===== config.mk =====
export PLATFORM = sky130hd
export DESIGN_NAME = rd_rsp_arbiter_flat
export DESIGN_NICKNAME = d
export VERILOG_FILES = /design/src/rtl/rd_rsp_if.sv /design/src/rtl/rd_rsp_arbiter.sv /design/src/flat_wrapper.sv
export SDC_FILE = /design/constraint.sdc
export NUM_CORES = 1
export LEC_CHECK = 0
export BUFFER_PORTS_ARGS = -buffer_cell sky130_fd_sc_hd__clkbuf_2
export CAP_MARGIN = 20
export CORE_UTILIZATION = 55
export CTS_CLUSTER_SIZE = 8
export DETAILED_ROUTE_END_ITERATION = 6
export PLACE_DENSITY = 0.76
export SYNTH_ARGS = -nofsm -noshare
export SYNTH_HDL_FRONTEND = slang
export SYNTH_HIERARCHICAL = 1
export SYNTH_SLANG_ARGS = --single-unit

===== constraint.sdc =====
create_clock -name clk -period 5.8 [get_ports clk]
set_input_delay 1.16 -clock clk [delete_from_list [all_inputs] [get_ports clk]]
set_output_delay 1.16 -clock clk [all_outputs]
set_load 0.01 [all_outputs]

===== src/rtl/rd_rsp_if.sv =====
// Read-response arbiter bus: tx-side issue strobes, per-switch read returns,
// and the single arbitrated response channel toward rx.
interface rd_rsp_if #(
    parameter int NUM_SW_INST = 5,
    parameter int W_WIDTH     = 8
);
    localparam int IDX_W = $clog2(NUM_SW_INST);

    logic [NUM_SW_INST-1:0]         sel_en;
    logic                           wr_rd_s;
    logic [7:0]                     op_id_in;
    logic [NUM_SW_INST-1:0]         sw_rd_valid;
    logic [NUM_SW_INST*W_WIDTH-1:0] sw_rd_data;
    logic                           rsp_valid;
    logic                           rsp_ready;
    logic [W_WIDTH-1:0]             rsp_data;
    logic [7:0]                     rsp_op_id;
    logic [IDX_W-1:0]               rsp_sw_idx;
    logic                           rsp_err;
    logic [NUM_SW_INST-1:0]         rd_pend;
    logic                           issue_ovf;

    modport master (
        output sel_en, wr_rd_s, op_id_in, sw_rd_valid, sw_rd_data, rsp_ready,
        input  rsp_valid, rsp_data, rsp_op_id, rsp_sw_idx, rsp_err, rd_pend, issue_ovf
    );

    modport slave (
        input  sel_en, wr_rd_s, op_id_in, sw_rd_valid, sw_rd_data, rsp_ready,
        output rsp_valid, rsp_data, rsp_op_id, rsp_sw_idx, rsp_err, rd_pend, issue_ovf
    );
endinterface


===== src/rtl/rd_rsp_arbiter.sv =====
// Per-switch read tracking slots plus a round-robin arbiter onto one registered
// response channel. Define RSP_TIMEOUT_EN to enable per-slot timeout error responses.
module rd_rsp_slot #(
    parameter int W_WIDTH = 8
`ifdef RSP_TIMEOUT_EN
    ,
    parameter int RSP_TIMEOUT = 64
`endif
) (
    input  logic               clk,
    input  logic               rst_n,
    input  logic               issue,
    input  logic [7:0]         op_id_in,
    input  logic               rd_valid,
    input  logic [W_WIDTH-1:0] rd_data,
    input  logic               grant,
    output logic               hold,
    output logic               pend,
    output logic               ovf_hit,
    output logic [7:0]         op_id,
    output logic [W_WIDTH-1:0] data,
    output logic               err
);
    typedef enum logic [1:0] {IDLE, WAIT, HOLD} state_t;

    state_t state, state_nxt;
    logic   start, cap_rd, cap_to, tmo;

`ifdef RSP_TIMEOUT_EN
    localparam int CW = $clog2(RSP_TIMEOUT) + 1;
    logic [CW-1:0] cnt;

    assign tmo = (state == WAIT) && (cnt == CW'(RSP_TIMEOUT - 1));

    always_ff @(posedge clk) begin
        if (!rst_n)              cnt <= '0;
        else if (start)          cnt <= '0;
        else if (state == WAIT)  cnt <= cnt + 1'b1;
    end

    always_ff @(posedge clk) begin
        if (!rst_n)      err <= 1'b0;
        else if (cap_rd) err <= 1'b0;
        else if (cap_to) err <= 1'b1;
    end
`else
    assign tmo = 1'b0;
    assign err = 1'b0;
`endif

    always_comb begin
        state_nxt = state;
        start     = 1'b0;
        cap_rd    = 1'b0;
        cap_to    = 1'b0;
        case (state)
            IDLE: if (issue) begin state_nxt = WAIT; start = 1'b1; end
            // real data beats a timeout landing in the same cycle
            WAIT: if (rd_valid) begin state_nxt = HOLD; cap_rd = 1'b1; end
                  else if (tmo) begin state_nxt = HOLD; cap_to = 1'b1; end
            HOLD: if (grant) state_nxt = IDLE;
            default: state_nxt = IDLE;
        endcase
    end

    assign hold    = (state == HOLD);
    assign ovf_hit = issue && (state != IDLE);

    always_ff @(posedge clk) begin
        if (!rst_n) begin
            state <= IDLE;
            pend  <= 1'b0;
            op_id <= '0;
            data  <= '0;
        end else begin
            state <= state_nxt;
            pend  <= (state_nxt != IDLE);
            if (start)       op_id <= op_id_in;
            if (cap_rd)      data  <= rd_data;
            else if (cap_to) data  <= '0;
        end
    end
endmodule

module rd_rsp_arbiter #(
    parameter int NUM_SW_INST = 5,
    parameter int W_WIDTH     = 8,
    parameter int RSP_TIMEOUT = 64
) (
    input logic    clk,
    input logic    rst_n,
    rd_rsp_if.slave bus
);
    localparam int IDX_W = $clog2(NUM_SW_INST);

    if (NUM_SW_INST < 2 || RSP_TIMEOUT < 2) begin : g_bad_cfg
        $error("rd_rsp_arbiter: NUM_SW_INST and RSP_TIMEOUT must be >= 2");
    end

    logic [NUM_SW_INST-1:0]              issue, hold, pend, ovf_hit, grant, slot_err;
    logic [NUM_SW_INST-1:0][7:0]         slot_id;
    logic [NUM_SW_INST-1:0][W_WIDTH-1:0] slot_data;

    assign issue = bus.sel_en & {NUM_SW_INST{~bus.wr_rd_s}};

    for (genvar i = 0; i < NUM_SW_INST; i++) begin : g_slot
        rd_rsp_slot #(
            .W_WIDTH(W_WIDTH)
`ifdef RSP_TIMEOUT_EN
            , .RSP_TIMEOUT(RSP_TIMEOUT)
`endif
        ) u_slot (
            .clk      (clk),
            .rst_n    (rst_n),
            .issue    (issue[i]),
            .op_id_in (bus.op_id_in),
            .rd_valid (bus.sw_rd_valid[i]),
            .rd_data  (bus.sw_rd_data[i*W_WIDTH +: W_WIDTH]),
            .grant    (grant[i]),
            .hold     (hold[i]),
            .pend     (pend[i]),
            .ovf_hit  (ovf_hit[i]),
            .op_id    (slot_id[i]),
            .data     (slot_data[i]),
            .err      (slot_err[i])
        );
    end

    logic               rsp_valid, rsp_err, issue_ovf, found, load;
    logic [W_WIDTH-1:0] rsp_data;
    logic [7:0]         rsp_op_id;
    logic [IDX_W-1:0]   rsp_sw_idx, ptr, win;
    logic [IDX_W:0]     scan;

    // first HOLD slot at or above ptr, wrapping at NUM_SW_INST
    always_comb begin
        found = 1'b0;
        win   = '0;
        scan  = '0;
        for (int k = 0; k < NUM_SW_INST; k++) begin
            scan = {1'b0, ptr} + (IDX_W+1)'(k);
            if (scan >= (IDX_W+1)'(NUM_SW_INST)) scan = scan - (IDX_W+1)'(NUM_SW_INST);
            if (!found && hold[scan[IDX_W-1:0]]) begin
                found = 1'b1;
                win   = scan[IDX_W-1:0];
            end
        end
    end

    assign load = found && (!rsp_valid || bus.rsp_ready);

    always_comb begin
        grant      = '0;
        grant[win] = load;
    end

    always_ff @(posedge clk) begin
        if (!rst_n) begin
            rsp_valid  <= 1'b0;
            rsp_data   <= '0;
            rsp_op_id  <= '0;
            rsp_sw_idx <= '0;
            rsp_err    <= 1'b0;
            issue_ovf  <= 1'b0;
            ptr        <= '0;
        end else begin
            if (|ovf_hit) issue_ovf <= 1'b1;
            if (!rsp_valid || bus.rsp_ready) rsp_valid <= found;
            if (load) begin
                rsp_data   <= slot_data[win];
                rsp_op_id  <= slot_id[win];
                rsp_err    <= slot_err[win];
                rsp_sw_idx <= win;
                ptr        <= (win == IDX_W'(NUM_SW_INST - 1)) ? '0 : win + 1'b1;
            end
        end
    end

    assign bus.rsp_valid  = rsp_valid;
    assign bus.rsp_data   = rsp_data;
    assign bus.rsp_op_id  = rsp_op_id;
    assign bus.rsp_sw_idx = rsp_sw_idx;
    assign bus.rsp_err    = rsp_err;
    assign bus.rd_pend    = pend;
    assign bus.issue_ovf  = issue_ovf;
endmodule


===== src/flat_wrapper.sv =====
// flat-port wrapper written by rule: the top's interface ports become plain ports
module rd_rsp_arbiter_flat 
#(
    parameter int NUM_SW_INST = 5,
    parameter int W_WIDTH     = 8,
    parameter int RSP_TIMEOUT = 64
)
  (clk, rst_n, bus_sel_en, bus_wr_rd_s, bus_op_id_in, bus_sw_rd_valid, bus_sw_rd_data, bus_rsp_ready, bus_rsp_valid, bus_rsp_data, bus_rsp_op_id, bus_rsp_sw_idx, bus_rsp_err, bus_rd_pend, bus_issue_ovf);
  rd_rsp_if #(.NUM_SW_INST(NUM_SW_INST), .W_WIDTH(W_WIDTH)) bus_i ();
  input logic clk;
  input logic rst_n;
  input wire logic [$bits(bus_i.sel_en)-1:0] bus_sel_en;
  input wire logic [$bits(bus_i.wr_rd_s)-1:0] bus_wr_rd_s;
  input wire logic [$bits(bus_i.op_id_in)-1:0] bus_op_id_in;
  input wire logic [$bits(bus_i.sw_rd_valid)-1:0] bus_sw_rd_valid;
  input wire logic [$bits(bus_i.sw_rd_data)-1:0] bus_sw_rd_data;
  input wire logic [$bits(bus_i.rsp_ready)-1:0] bus_rsp_ready;
  output wire logic [$bits(bus_i.rsp_valid)-1:0] bus_rsp_valid;
  output wire logic [$bits(bus_i.rsp_data)-1:0] bus_rsp_data;
  output wire logic [$bits(bus_i.rsp_op_id)-1:0] bus_rsp_op_id;
  output wire logic [$bits(bus_i.rsp_sw_idx)-1:0] bus_rsp_sw_idx;
  output wire logic [$bits(bus_i.rsp_err)-1:0] bus_rsp_err;
  output wire logic [$bits(bus_i.rd_pend)-1:0] bus_rd_pend;
  output wire logic [$bits(bus_i.issue_ovf)-1:0] bus_issue_ovf;
  assign bus_i.sel_en = bus_sel_en;
  assign bus_i.wr_rd_s = bus_wr_rd_s;
  assign bus_i.op_id_in = bus_op_id_in;
  assign bus_i.sw_rd_valid = bus_sw_rd_valid;
  assign bus_i.sw_rd_data = bus_sw_rd_data;
  assign bus_i.rsp_ready = bus_rsp_ready;
  assign bus_rsp_valid = bus_i.rsp_valid;
  assign bus_rsp_data = bus_i.rsp_data;
  assign bus_rsp_op_id = bus_i.rsp_op_id;
  assign bus_rsp_sw_idx = bus_i.rsp_sw_idx;
  assign bus_rsp_err = bus_i.rsp_err;
  assign bus_rd_pend = bus_i.rd_pend;
  assign bus_issue_ovf = bus_i.issue_ovf;
  rd_rsp_arbiter #(.NUM_SW_INST(NUM_SW_INST), .W_WIDTH(W_WIDTH), .RSP_TIMEOUT(RSP_TIMEOUT)) u_core (.clk(clk), .rst_n(rst_n), .bus(bus_i));
endmodule

Word level (Yosys, flattened, before mapping):

Memory sizes are Yosys's and may differ from the RTL's. A register that Yosys moved wholly into a read port is not among the register bits.
Cells that the tools add are included.

* add/subtract/negate cells: 10
* multipliers: 0
* div/mod/pow operators: 0
* magnitude comparators: 12
* eq/ne operators: 11
* shift-type cells: 0
* mux-type cells: 77
* bitwise operators: 3
* reduce and logical (&&, ||, !) cells: 34

Operators by type and width (count)
* 8-bit two-way mux: 7
* 8-bit binary-select mux with 3-bit select: 2
* 3-bit two-way mux: 11
* 1-bit two-way mux: 31
* 2-bit two-way mux: 15
* 2-bit case mux with 3 select lines: 5
* 3-bit by 4-bit < comparator with 1-bit output, second input constant: 6
* 2-bit nonzero test: 10
* 4-bit by 3-bit greater-or-equal comparator with 1-bit output, second input constant: 4
* 1-bit binary-select mux with 3-bit select: 5
* 3-bit subtractor, second input constant: 5
* 1-bit logical AND: 11
* 5-bit AND: 2
* 2-bit by 1-bit equality test with 1-bit output, second input constant: 5
* 2-bit equality test, second input constant: 5
* 2-bit logical NOT: 5
* 3-bit by 2-bit adder with 4-bit output, second input constant: 2
* 1-bit logical NOT: 6
* 5-bit OR reduction: 1
* 3-bit by 1-bit adder with 4-bit output, second input constant: 1
* 3-bit by 3-bit adder with 4-bit output, second input constant: 1
* 3-bit by 1-bit adder with 3-bit output, second input constant: 1
* 1-bit demux with 3-bit select: 1
* 3-bit equality test, second input constant: 1
* 4 further kinds: 4

* bits in registers: 119
* bits in latches: 0
* bits in writable memories: 0
* bits in read-only memories: 8
* output and inout bits: 27
* logic and storage cells: 174
* memories kept: 1

Memory list
* (name not given): depth 8, width 1, rd ports 1, clocked after Yosys merged registers in 1, write ports 0, line rd_rsp_arbiter.sv:172 `rsp_err <= slot_err[win];`

Longest topological paths before layout:

Gate-level depths: netlist of run 1.

* word-level depth: 25
* gate-level depth with buffers: 19

Cells and area by module:

The synthesis of run 1 kept the hierarchy.

By module, submodules not included
* rd_rsp_slot: instances 5, cells each 88, area each 803.3 sq um, seq. area each 380.4 sq um
* rd_rsp_arbiter: instances 1, cells each 362, area each 3044.2 sq um, seq. area each 500.5 sq um

Worst setup path before layout of run 1:

OpenSTA, ideal clock, no wires.

* path kind: reg-to-reg
* start: reg u_core.ptr[0]
* end: reg u_core.g_slot[1].u_slot.state[1]
* arrival time: 4.155 ns
* required time: 5.730 ns
* setup slack: 1.575 ns
* cell stages (with the launch flop): 19
* path buffers: 4
* cells stage by stage: dfxtp_1 buf_4 inv_1 buf_2 ha_1 inv_1 fa_1 or2_4 and4_4 or3_4 or3_1 or4_4 buf_6 buf_2 o21a_1 nand3_1 inv_1 or3b_1 a21boi_1

* word-level cells in the longest chain between the ends: 24

RTL lines
* start: declaration: line rd_rsp_arbiter.sv:132 `logic [IDX_W-1:0] rsp_sw_idx, ptr, win;`
* start signal: assignment: line rd_rsp_arbiter.sv:174 `ptr <= (win == IDX_W'(NUM_SW_INST - 1)) ? '0 : win + 1'b1;`
* parallel branches: the longest is 21 deep, another holds 3-bit by 1-bit adder with 4-bit output
* 5-bit AND (no line) *
* via u_core.grant[1]: line rd_rsp_arbiter.sv:100 `logic [NUM_SW_INST-1:0] issue, hold, pend, ovf_hit, grant, slot_err;`
* 2-bit two-way mux *: line rd_rsp_arbiter.sv:61 `HOLD: if (grant) state_nxt = IDLE;`
* 2-bit case mux with 3 select lines *: line rd_rsp_arbiter.sv:56 `case (state)`
* end signal: assignment: line rd_rsp_arbiter.sv:76 `state <= state_nxt;`
* end: declaration: line rd_rsp_arbiter.sv:26 `state_t state, state_nxt;`

Mark *: on every way through the listed nets, which the timed path passes. The select of a mux whose other input is x is not followed.
A chain may end at the register's enable or synchronous reset.

Worst setup path in the final report of run 1:

* start: reg u_core.ptr[2]
* end: reg u_core.rsp_data[3], in the netlist u_core/bus.rsp_data[3]

* word-level cells in the longest chain between the ends: 19

RTL lines
* parallel branches: the longest is 19 deep, another holds 3-bit by 1-bit adder with 4-bit output
* end signal: assignment: line rd_rsp_arbiter.sv:170 `rsp_data <= slot_data[win];`
* end: declaration: line rd_rsp_arbiter.sv:130 `logic [W_WIDTH-1:0] rsp_data;`

Several ways; the timed one is not identified. The select of a mux whose other input is x is not followed.

==> results of run 1 <==
## report_power, final
group / switching (uW) / internal [uW] / leakage (uW)
logic: 1300 / 708 / 0.00218
registers: 69.2 / 917 / 0.000979
clock network: 383 / 652 / 0.000282
total: 1750 / 2280 / 0.00344
## metal layers
| layer | global-route usage | vias to the layer above |
|---|---|---|
| met1 | 0.399 | 2918 |
| li1 | - | 2957 |
| met5 | 0 | - |
| met4 | 0.120 | 0 |
| met2 | 0.432 | 242 |
| met3 | 0.0696 | 38 |
## logic make-up (layout without fill, tap and decap cells)
group	after synthesis	in the layout
AND/OR/NAND/NOR	309	309
AO/OA/AOI/OAI	165	165
flip-flops	120	120
multiplexers	108	108
buffers and inverters	84	148
adder cells (fa/ha/maj)	9	9
other	5	5
XOR/XNOR	2	2
## sequential cells by signal, summed over array words and instances (netlist names), 3 cells and up
name                        flops
u_core/bus.rsp_sw_idx           3
u_core/bus.rsp_data             8
u_core/bus.rsp_op_id            8
u_core/g_slot.u_slot/pend       5
u_core/g_slot.u_slot/state     10
u_core/g_slot.u_slot/data      40
u_core/ptr                      3
u_core/g_slot.u_slot/op_id     40
## cell type report
class                      instances  share of cell area
multi-input combinational        598               0.523
inverter                          14             0.00660
clock inverter                    12              0.0157
clock buffer                      20              0.0573
sequential                       120               0.302
timing repair buffer             102              0.0688
tap                              172              0.0270
## worst max-delay path: cells and delay by family, from the launching register on
family	cells	cell delay, ns
compound gates	6	2.18
fa+ha+maj	1	0.49
buf+inv	2	0.66
flops	1	0.80
mux	1	0.26
simple gates	2	0.42
## path summary, 6_finish.rpt
kind,start,endpoint,depth (start not counted)
worst max register to register,u_core/ptr[2],u_core/bus.rsp_data[3],12
worst min-delay path,u_core/g_slot[0].u_slot/data[2],u_core/g_slot[0].u_slot/data[2],2
worst min register to register,u_core/g_slot[0].u_slot/data[2],u_core/g_slot[0].u_slot/data[2],2
worst max-delay path,u_core/ptr[2],u_core/bus.rsp_data[3],12
## through the flow
| step | setup slack (ns) | hold slack (ns) | cells | area [um2] |
|---|---|---|---|---|
| after floorplan | 1.58 | 0.432 | 802 | 7060 |
| after global placement | 1.11 | 0.440 | 1006 | 7390 |
| after detailed placement | 0.899 | 0.445 | 1006 | 7390 |
| after CTS | 0.900 | 0.457 | 1038 | 7970 |
| after global routing | 0.494 | 0.476 | 1038 | 7970 |
| final | 0.802 | 0.458 | 1038 | 7970 |
## cells in the final DEF (no fill, tap or decap), types with 9 or more instances in the layout
cell type and n:
nand3_1 10, o211a_1 18, nor3_1 10, clkbuf_16 17
nor2_1 11, o21ai_0 9, nor2b_1 17, mux2i_1 105
dfxtp_1 120, inv_1 14, nand2_1 181, nand2b_1 36
a2111oi_0 15, buf_4 15, a21boi_1 10, o311ai_0 20
o21a_1 9, a21oi_1 16, a211oi_1 17, clkbuf_2 87
==> results.py, run 1 <==
metrics = {
    "die": {
        "die_w_um": 115,
        "fp-row-count": 41,
        "die_area_um2": 13300,
        "dieHeight_um": 115,
        "io_pins": 89,
        "coreArea_um2": 12600,
        "start_util": 0.562,
    },
    "clocking": {
        "cts_sinks": 120,
        "cts_buffers": 17,
        "cts_resized": 0,
        "cts-root-buf": "clkbuf_16",
        "clkLatencyLatePin_ns": 0.42,
        "cts_max_level": 4,
        "clkTransAtPathRegs_ns": 0.06,
        "cts_setup_buffers": 0,
        "postCtsHoldBufs": 0,
        "cts_tree": "done",
        "ctsLongestPathBuffers": 2,
    },
    "logic_synthesis": {
        "synth_compound_area_frac": 0.200,
        "synth_simple_gate_area_frac": 0.214,
        "synth_fp_nets": 873,
        "synth_top_area_share": 0.340,
        "synth.most_common_cell": "nand2_1",
        "yosysUniqueCellTypes": 74,
        "synth-edff-count": 0,
        "synthAdderAreaFrac": 0.0170,
        "synth_cells": 802,
        "syn_area_per_cell_um2": 8.80,
        "yosys.area.top_type": "dfxtp_1",
        "synth_top_family_by_area": "simple AND/OR/NAND/NOR gates",
        "synth_area_leaders": "dfxtp_1 34%, mux2i_1 15%, nand2_1 9.6%, nand2b_1 3.2%, o211a_1 2.6%",
        "synthTopCellsByCount": "181 x nand2_1, 120 x dfxtp_1, 105 x mux2i_1",
        "seq_area_frac_synth": 0.340,
        "ys.flop_type": "dfxtp_1",
        "yosys_warnings": 6,
        "ys_ff_latch": 120,
        "synth_xor_xnor_area_share": 0.00248,
        "synthArstFlopShare": 0,
        "synth.mux.area_fraction": 0.154,
        "synth_area_um2": 7060,
    },
    "cells_and_area": {
        "areaGrowthSynthToFinish_pct": 12.8,
        "layout-drive-gt1-share": 0.187,
        "fillCellCount": 1062,
        "seqCellArea_um2": 2400,
        "nets": 924,
        "final_util": 0.634,
        "n_antenna_cell": 0,
        "multi_input_area_um2": 4170,
    },
    "route": {
        "vias": 6155,
        "viasPerCell": 5.93,
        "top_layer_used": "met4",
        "wl_per_cell_um": 18.0,
        "postRouteAntennaNets": 0,
        "drtIter0Drc": 493,
        "wirelength_um": 18700,
        "dr_wl_met2_um": 8250,
        "drc": 0,
        "wl_met1_um": 8670,
        "wl_met3_um": 1310,
        "dr.pass1.iters": 7,
    },
    "sta": {
        "slew_viol_final": 0,
        "tns_ns": 0,
        "rsz0062_at_grt": "no",
        "setup_viol": 0,
        "worstMarginPinSlew_ns": 1.07,
        "hold_violations": 0,
        "fin_skew_ns": 0.00816,
        "slew_headroom": 0.284,
        "fmax_mhz": 200,
        "layout_worst_path_cycle_share": 0.862,
        "min_period_ns": 5.00,
    },
    "setup_path": {
        "worstPathMaxFanout": 24,
        "critPathLaunchType": "register",
        "cp_slowest_cell": "dfxtp_1",
        "crit_chain": "inv_1, ha_1, or2_2, o21a_1, a2111oi_2, o21bai_1, nor3_1, o31a_1, o21ai_4, buf_4, mux2i_1, a211oi_1",
        "critPathRequiredTime_ns": 6.06,
        "worstSetupPathType": "reg2reg",
        "cp-end-kind": "register",
        "crit_path_max_incr_delay_ns": 0.80,
        "cp.arrival_ns": 5.26,
        "r2r_setup_slack_ns": 0.80,
    },
    "hold_path": {
        "hold_path.class": "reg2reg",
    },
    "global_routing": {
        "grt_pass1_vias": 5681,
        "grt_max_degree": 124,
        "antenna_found_initial": 0,
        "grt_pass1_wl_um": 29400,
        "grt_usage": 0.290,
        "overflow": 0,
    },
    "run": {
        "maxCapViolations": 0,
    },
    "power": {
        "vdd_ir_drop_max_mv": 0.348,
        "p_per_area_nw_per_um2": 506,
        "fin_total_pwr_uw": 4030,
        "p_leak_uw": 0.00344,
    },
    "placed_design": {
        "dp_hpwl_um": 13100,
        "gp_congestion": 0.925,
        "portBuffers": 88,
    },
    "status": {
        "run_status": "finished clean",
    },
}
Note: power is estimated with default switching activity, not from simulation.
==> run 2: changes to the inputs <==
--- a/config.mk
+++ b/config.mk
@@ -8,7 +8,7 @@
 export BUFFER_PORTS_ARGS = -buffer_cell sky130_fd_sc_hd__clkbuf_2
 export CAP_MARGIN = 20
 export CORE_UTILIZATION = 55
-export CTS_CLUSTER_SIZE = 8
+export CTS_CLUSTER_SIZE = 16
 export DETAILED_ROUTE_END_ITERATION = 6
 export PLACE_DENSITY = 0.76
 export SYNTH_ARGS = -nofsm -noshare
==> constraint.sdc (replaced) <==
create_clock -name clk -period 6.2 [get_ports clk]
set_input_delay 1.24 -clock clk [delete_from_list [all_inputs] [get_ports clk]]
set_output_delay 1.24 -clock clk [all_outputs]
set_load 0.01 [all_outputs]
==> run 2 against run 1 <==
Effect of this change:
- first-iteration DRC count rose by 3.2%
- routed wire length grew 2.3%
- setup slack better by 0.58 ns
- maximum frequency grew 3.6%
==> results.py, run 2 (same netlist as run 1, synthesis figures left out) <==
metrics = {
    "cells_and_area": {
        "final_cell_mix": "181 x nand2_1, 120 x dfxtp_1, 105 x mux2i_1, 87 x clkbuf_2, 36 x nand2b_1",
        "layout_commonest_cell": "nand2_1",
        "multi_input_area_um2": 4170,
        "reg_top3": "u_core/g_slot.u_slot/data (40), u_core/g_slot.u_slot/op_id (40), u_core/g_slot.u_slot/state (10)",
        "postLayoutCellArea_um2": 7990,
        "layout-drive-gt1-share": 0.183,
        "areaGrowthSynthToFinish_pct": 13.1,
        "fillCellCount": 1079,
        "nets": 923,
        "seqCellArea_um2": 2400,
        "n_antenna_cell": 0,
    },
    "global_routing": {
        "grt_pass1_vias": 5632,
        "grt_max_degree": 117,
        "grt_usage": 0.293,
        "antenna_found_initial": 0,
        "grt_pass1_wl_um": 29700,
        "overflow": 0,
    },
    "die": {
        "coreArea_um2": 12600,
        "io_pins": 89,
        "fp-row-count": 41,
        "dieHeight_um": 115,
        "die_w_um": 115,
        "start_util": 0.562,
        "die_area_um2": 13300,
    },
    "clocking": {
        "clkLatencyLatePin_ns": 0.42,
        "postCtsHoldBufs": 0,
        "cts_sinks": 120,
        "clkTransAtPathRegs_ns": 0.05,
        "cts_resized": 0,
        "cts-root-buf": "clkbuf_16",
        "cts_tree": "done",
        "cts_buffers": 17,
        "cts_max_level": 4,
        "ctsLongestPathBuffers": 2,
        "cts_setup_buffers": 0,
    },
    "placed_design": {
        "pre_cts_ws_ns": 1.14,
        "postPlaceCellArea_um2": 7370,
        "dp_hpwl_um": 13300,
        "portBuffers": 88,
        "gp_congestion": 0.941,
    },
    "sta": {
        "min_period_ns": 4.82,
        "slew_headroom": 0.312,
        "setup_slack_ns": 1.38,
        "setup_viol": 0,
        "rsz0062_at_grt": "no",
        "slew_viol_final": 0,
        "tns_ns": 0,
        "hold_violations": 0,
        "worstMarginPinSlew_ns": 1.03,
        "fin_skew_ns": 0.0123,
        "layout_worst_path_cycle_share": 0.778,
        "fmax_mhz": 207,
    },
    "power": {
        "fin_total_pwr_uw": 3840,
        "p_per_area_nw_per_um2": 481,
        "p_leak_uw": 0.00344,
        "vdd_ir_drop_max_mv": 0.353,
    },
    "setup_path": {
        "cp.arrival_ns": 5.07,
        "reg2reg_depth": 12,
        "rr_endpoint": "u_core/bus.rsp_data[3]",
        "cp-end-kind": "register",
        "worstSetupPathType": "reg2reg",
        "r2r_setup_slack_ns": 1.38,
        "worstPathMaxFanout": 25,
        "critPathRequiredTime_ns": 6.45,
        "critPathLaunchType": "register",
        "reg2reg_from": "u_core/ptr[1]",
    },
    "hold_path": {
        "whs_path_depth": 2,
        "hp-start": "u_core/g_slot[0].u_slot/data[3]",
        "hold_path.class": "reg2reg",
        "min_to": "u_core/g_slot[0].u_slot/data[3]",
    },
    "route": {
        "drc": 0,
        "vias": 6152,
        "wirelength_um": 19100,
        "dr.pass1.iters": 5,
        "postRouteAntennaNets": 0,
        "drtIter0Drc": 509,
        "wl_per_cell_um": 18.5,
        "viasPerCell": 5.94,
    },
    "run": {
        "maxCapViolations": 0,
    },
    "status": {
        "run_status": "finished clean",
    },
}
## run 2: changes by cell type in the layout (fill, tap and decap cells not counted)
cell,before,now
clkinv_2,5,1
clkinv_4,1,4
clkinvlp_4,3,1
clkbuf_8,2,1
buf_12,0,1
clkbuf_1,1,3
buf_4,15,13
bufinv_16,2,3
## run 2: where the power goes
part	leakage [uW]	internal (uW)	switching, uW	total [uW]
Combinational	0.00218	679	1250	1920
Clock	0.000288	643	353	995
Sequential	0.000979	858	65.5	924
## run 2: layout make-up
cell class | instances | share of cell area
repair buffers | 101 | 0.0692
clock inverters | 10 | 0.0183
flip-flops and latches | 120 | 0.301
multi-input cells | 598 | 0.522
clock buffers | 21 | 0.0564
well taps | 172 | 0.0269
inverters | 14 | 0.00658
## run 2: critical path, stage by stage, from the launching register on
cell       delay [ns]
dfxtp_1          0.31
buf_4            0.24
inv_1            0.19
ha_1             0.74
inv_1            0.21
xnor2_1          0.48
mux2i_1          0.20
nor3_1           0.35
o31a_1           0.74
o21ai_4          0.28
buf_12           0.25
a2111oi_0        0.55
a211oi_1         0.11
## run 2: worst max path at each step
stage	depth (start not counted)	slack (ns)	end	startpoint
finish	12	1.38	u_core/bus.rsp_data[3]	u_core/ptr[1]
global route	12	0.97	u_core/bus.rsp_data[3]	u_core/ptr[1]
CTS	11	1.05	u_core/bus.rsp_op_id[1]	u_core/ptr[2]
detailed placement	11	1.14	u_core/bus.rsp_data[7]	u_core/ptr[2]
global placement	13	1.37	u_core/g_slot[0].u_slot/state[1]	u_core/ptr[2]
floorplan	18	1.98	u_core/g_slot[1].u_slot/state[1]	u_core/ptr[0]
## run 2: layer usage
metal	GRT usage	part of all wire	wire, um	up-vias
li1	-	-	-	2952
met5	0	0	0	-
met1	0.418	0.47	8910	2900
met3	0.0643	0.080	1520	29
met2	0.438	0.44	8410	271
met4	0.0909	0.015	291	0
## run 2: through the flow
stage                     hold slack [ns]  instances   util
after global routing                0.474       1036  0.636
after global placement              0.440       1004  0.586
after CTS                           0.456       1035  0.634
after floorplan                     0.432        802      -
after detailed placement            0.447       1004  0.586
final                               0.456       1036  0.636
